$ cat src/rtl/lpm_mult.sv
// Parameterised multiply-add: result = dataa*datab + sum, with an optional
// N-stage output pipeline that has an asynchronous active-low clear.
module lpm_mult #(
    parameter int    lpm_widtha         = 8,
    parameter int    lpm_widthb         = 8,
    parameter int    lpm_widthp         = 16,
    parameter int    lpm_widths         = 1,
    parameter string lpm_representation = "UNSIGNED",
    parameter int    lpm_pipeline       = 0,
    parameter string lpm_hint           = "UNUSED",
    parameter string lpm_type           = "LPM_MULT"
) (
    input  logic                  clock,
    input  logic                  aclr_n,
    input  logic                  clken,
    input  logic [lpm_widtha-1:0] dataa,
    input  logic [lpm_widthb-1:0] datab,
    input  logic [lpm_widths-1:0] sum,
    output logic [lpm_widthp-1:0] result
);

    localparam int FULL_W    = lpm_widtha + lpm_widthb;
    localparam int SUM_USED  = (lpm_widths < FULL_W) ? lpm_widths : FULL_W;
    localparam bit IS_SIGNED = (lpm_representation == "SIGNED");
    // The informational strings are referenced only so they are not orphaned.
    localparam bit unused_info = (lpm_hint == "") && (lpm_type == "");

    logic [FULL_W-1:0]     a_ext;
    logic [FULL_W-1:0]     b_ext;
    logic [FULL_W-1:0]     s_ext;
    logic [FULL_W-1:0]     prod;
    logic [FULL_W-1:0]     t_full;
    logic [lpm_widthp-1:0] t_res;

    if (!IS_SIGNED && (lpm_representation != "UNSIGNED")) begin : g_bad_rep
        $error("lpm_mult: lpm_representation must be SIGNED or UNSIGNED");
    end

    // Extending both operands to the full product width makes the low
    // FULL_W bits of an unsigned multiply equal the exact signed product.
    genvar gi;
    for (gi = 0; gi < FULL_W; gi++) begin : g_ext
        if (gi < lpm_widtha) begin : g_a_in
            assign a_ext[gi] = dataa[gi];
        end else begin : g_a_fill
            assign a_ext[gi] = IS_SIGNED & dataa[lpm_widtha-1];
        end

        if (gi < lpm_widthb) begin : g_b_in
            assign b_ext[gi] = datab[gi];
        end else begin : g_b_fill
            assign b_ext[gi] = IS_SIGNED & datab[lpm_widthb-1];
        end

        if (gi < SUM_USED) begin : g_s_in
            assign s_ext[gi] = sum[gi];
        end else begin : g_s_fill
            assign s_ext[gi] = IS_SIGNED & sum[SUM_USED-1];
        end
    end

    assign prod   = a_ext * b_ext;
    assign t_full = prod + s_ext;

    // Narrow results wrap; wide results extend according to representation.
    for (gi = 0; gi < lpm_widthp; gi++) begin : g_res
        if (gi < FULL_W) begin : g_res_in
            assign t_res[gi] = t_full[gi];
        end else begin : g_res_fill
            assign t_res[gi] = IS_SIGNED & t_full[FULL_W-1];
        end
    end

    if (lpm_widthp < FULL_W) begin : g_t_trunc
        logic unused_t_msbs;
        assign unused_t_msbs = ^t_full[FULL_W-1:lpm_widthp];
    end

    if (lpm_widths > FULL_W) begin : g_sum_trunc
        logic unused_sum_msbs;
        assign unused_sum_msbs = ^sum[lpm_widths-1:FULL_W];
    end

    if (lpm_pipeline == 0) begin : g_comb
        // Clock, enable and clear have no role in the combinational build.
        logic unused_ctrl;
        assign unused_ctrl = &{1'b0, clock, clken, aclr_n};
        assign result      = t_res;
    end else begin : g_pipe
        logic [lpm_widthp-1:0] stage_reg [lpm_pipeline];

        always_ff @(posedge clock or negedge aclr_n) begin
            if (!aclr_n) begin
                for (int i = 0; i < lpm_pipeline; i++) begin
                    stage_reg[i] <= '0;
                end
            end else if (clken) begin
                stage_reg[0] <= t_res;
                for (int i = 1; i < lpm_pipeline; i++) begin
                    stage_reg[i] <= stage_reg[i-1];
                end
            end
        end

        assign result = stage_reg[lpm_pipeline-1];
    end

endmodule

$ cat config.mk
export PLATFORM = sky130hd
export DESIGN_NAME = lpm_mult
export DESIGN_NICKNAME = d
export VERILOG_FILES = /design/src/rtl/lpm_mult.sv
export SDC_FILE = /design/constraint.sdc
export NUM_CORES = 1
export LEC_CHECK = 0
export ABC_CLOCK_PERIOD_IN_PS = 6800
export BUFFER_PORTS_ARGS = -buffer_cell sky130_fd_sc_hd__buf_2
export CAP_MARGIN = 20
export CORE_MARGIN = 4
export CORE_UTILIZATION = 25
export DETAILED_ROUTE_END_ITERATION = 10
export GPL_TIMING_DRIVEN = 0
export MAX_ROUTING_LAYER = met4
export SLEW_MARGIN = 20
export SYNTH_ARGS = -nofsm -noshare
export SYNTH_HDL_FRONTEND = slang
export SYNTH_SLANG_ARGS = --single-unit
export TNS_END_PERCENT = 20
$ cat constraint.sdc
create_clock -name vclk -period 6.8
set_input_delay 0.68 -clock vclk [all_inputs]
set_output_delay 0.68 -clock vclk [all_outputs]
set_load 0.02 [all_outputs]
# Word level (Yosys, flattened, before mapping)
# Cells that the tools add are included.
# totals
inputBits	20
register_bits	0
word_cells	2
# op_classes
n_addsub	1
multipliers	1
# ops
operator	n
16-bit by 1-bit adder with 16-bit output	1
8-bit by 8-bit multiplier with 16-bit output	1

# Longest topological paths before layout
# logic_depth
word_depth	2
mapped_depth	15

# Least setup slack after synthesis
# Ideal clock, no wire load.
# synth_path
path_kind	input to output
from	input port datab[7]
to	output port result[15]
path_slack_ns	1.738
path_stages	13
arrival_time_ns	4.382
required_ns	6.120
path_cell_list	and2_1 > fa_1 > fa_1 > fa_1 > inv_1 > fa_1 > inv_1 > ha_1 > a21oi_2 > o21ai_2 > or4_4 > o221ai_2 > xnor2_1
# synth_between
elab_chain_len	2
# synth_rtl
item	line_no	source
from (decl)	17	input logic [lpm_widthb-1:0] datab,
8-bit by 8-bit multiplier with 16-bit output	62	assign prod = a_ext * b_ext;
16-bit by 1-bit adder with 16-bit output	63	assign t_full = prod + s_ext;
to (decl)	19	output logic [lpm_widthp-1:0] result
# Every way passes these cells.

# Worst setup path after layout
# Ends and elaborated chain as after synthesis.

==> flow_metrics.env <==
export IMPL_tightestPinTransition_ps=353.0
export IMPL_grt_pass1_vias=1827
export IMPL_multi_input_area_sq_um=1984
export IMPL_p_comb_share_pct=100.0
export IMPL_syn_nets=349
export IMPL_dieHeight_microns=101.5
export IMPL_synth_common_cells="53 x inv_1, 43 x and2_1, 39 x ha_1, 36 x fa_1, 25 x nand2_1"
export IMPL_vdd_drop_max_mv=0.1512
export IMPL_cp_required_ps=6120
export IMPL_p_leak_nw=1.353
export IMPL_cp_max_fo=8
export IMPL_fin_crit_ps=5450
export IMPL_grtUsageTotal_pct=9.454
export IMPL_rsz0062_at_grt="no"
export IMPL_fin_ws_ps=1350
export IMPL_crit_type="input port to primary output"
export IMPL_dr_pass1_iters=4
export IMPL_min_path_type="input port to primary output"
export IMPL_yosysWarnings=0
export IMPL_setup_tns_final_ps=0
export IMPL_p_clk_share_pct=0
export IMPL_grt_pass1_wl_mm=8.038
export IMPL_via_count=1799
export IMPL_fin_nets=384
export IMPL_core_area_sq_um=8341
export IMPL_synth_top_area_share_pct=33.01
export IMPL_synth_cell_types=28
export IMPL_p_sw_share_pct=60.62
export IMPL_drive_gt1_share_pct=15.33
export IMPL_diodes=0
export IMPL_synth_area_per_cell_sq_um=8.596
export IMPL_hp_start="sum"
export IMPL_gp_congestion=0.8408
export IMPL_slowest_stage="fa_1"
export IMPL_viasPerCell=4.589
export IMPL_critical_path_max_stage_delay_ps=540
export IMPL_syn_to_final_growth_pct=13.58
export IMPL_nClkBuffers=0
export IMPL_slew_headroom_pct=76.37
export IMPL_start_util_pct=26.18
export IMPL_final_max_slew_viol_count=0
export IMPL_die_area_sq_um=10290
export IMPL_crit_top_cell="fa_1"
export IMPL_status="finished, final reports clean"
export IMPL_flops_and_latches=0
export IMPL_fin_crit_sh_pct=80.15
export IMPL_pin_count=36
export IMPL_crit_buf_inv=4
export IMPL_seq_area_sq_um=0
export IMPL_n_fill_cell=944
export IMPL_worst_ep_arrival_time_ps=4770
export IMPL_cts_setup_buffers=0
export IMPL_portBuffers=33
export IMPL_cp_start_kind="input port"
export IMPL_grt_overflow_total=0
export IMPL_cts_resized=0
export IMPL_hold_worst_slack_ps=1705
export IMPL_power_internal_uw=277.9
export IMPL_dpl_worst_slack_ps=1328
export IMPL_synth_top_area_cell="fa_1"
export IMPL_synth_most_common_cell="inv_1"
export IMPL_postRouteAntennaNets=0
export IMPL_min_path_cells=3
export IMPL_dp_hpwl_mm=4.047
export IMPL_drc=0
export IMPL_p_per_area_nw_per_um2=284.5
export IMPL_grt_max_degree=9
export IMPL_end_kind="primary output"
export IMPL_drt_first_iter_violations=33
export IMPL_final_setup_viol_count=0
export IMPL_fmax_mhz=183.5
export IMPL_finalPower_uw=705.5
export IMPL_syn_cell_area_sq_um=2183
export IMPL_die_x_microns=101.5
export IMPL_hold_path_endpoint="result[0]"
export IMPL_hold_viol=0
export IMPL_wirelength_mm=4.528
export IMPL_critPathTopFamily="adder cells"
export IMPL_p_sw_uw=427.7
export IMPL_syn_inst=254
export IMPL_crit_chain="buf_2, and2_1, fa_1, fa_1, fa_1, inv_1, fa_1, inv_1, ha_1, a21oi_2, o21ai_2, or4_4, o221ai_2, xnor2_1, buf_2"
export IMPL_final_util_pct=29.73
export IMPL_cts_hold_buf=0
export IMPL_routedWlPerCell_microns=11.55
export IMPL_ys_seq_area_share_pct=0
export IMPL_antenna_found_initial=0
export IMPL_rows=33
export IMPL_synth_area_leaders="fa_1 33%, ha_1 22%, and2_1 12%, inv_1 9.1%, nand2_1 4.3%"
export IMPL_sequentialPowerShare_pct=0
export IMPL_maxCapViolCount=0
worst min-delay path: cells and delay by family:
kind                       cells  cell delay [ps]
buffers and inverters          2              230
adders and majority gates      1              110
placed cells by master (no fill, tap or decap):
cell / instances
o21ai_2: 1
xor2_1: 3
o211ai_1: 2
a21boi_1: 1
nor3_1: 3
o221ai_2: 1
or4_1: 2
ha_1: 39
a21oi_2: 5
a211oi_1: 1
fa_1: 36
or4_4: 1
a21o_2: 1
xnor2_1: 8
nand2_1: 25
o41ai_2: 1
inv_1: 53
a21oi_1: 6
nand4_1: 2
a21o_1: 3
o21ai_0: 3
buf_2: 33
nor2_1: 8
nand3_1: 1
a41oi_1: 1
nand4b_1: 1
and2_1: 43
and3_2: 1
nor2b_1: 2
final cells by class:
class / instances / area share (%)
inverter: 53 / 8.022
multi-input combinational: 201 / 80.02
tap: 105 / 5.298
timing repair buffer: 33 / 6.660
cell families after synthesis:
kind of cell,Yosys count,synth area share [%]
simple gates,89,22.01
fa+ha+maj,75,55.36
buf+inv,53,9.112
compound gates,26,9.112
xor+xnor,11,4.413
through the flow:
| stage | std cells | area [sq um] |
|---|---|---|
| floorplan | 254 | 2183 |
| global placement | 392 | 2480 |
| detailed placement | 392 | 2480 |
| CTS | 392 | 2480 |
| global route | 392 | 2480 |
| finish | 392 | 2480 |
power groups by stage:
stage	clock network, mW	registers (mW)	logic, mW
after floorplan	0	0	0.536
after global placement	0	0	0.703
after detailed placement	0	0	0.715
after CTS	0	0	0.719
after global routing	0	0	0.801
final	0	0	0.706
layer usage:
layer	wire length [microns]	GRT usage (%)
met1	2121	13.82
met2	2175	15.44
met3	217	0.2755
met4	14	0.3067
met5	0	-
how the worst max path moves through the flow:
stage,from,end,cells after the start
6_report,datab[7],result[15],15
5_1_grt,datab[7],result[15],15
4_1_cts,datab[7],result[15],15
3_5_place_dp,datab[7],result[15],15
3_3_place_gp,datab[7],result[15],15
2_1_floorplan,datab[7],result[15],13
No activity file was read; power rests on OpenSTA's default activity.
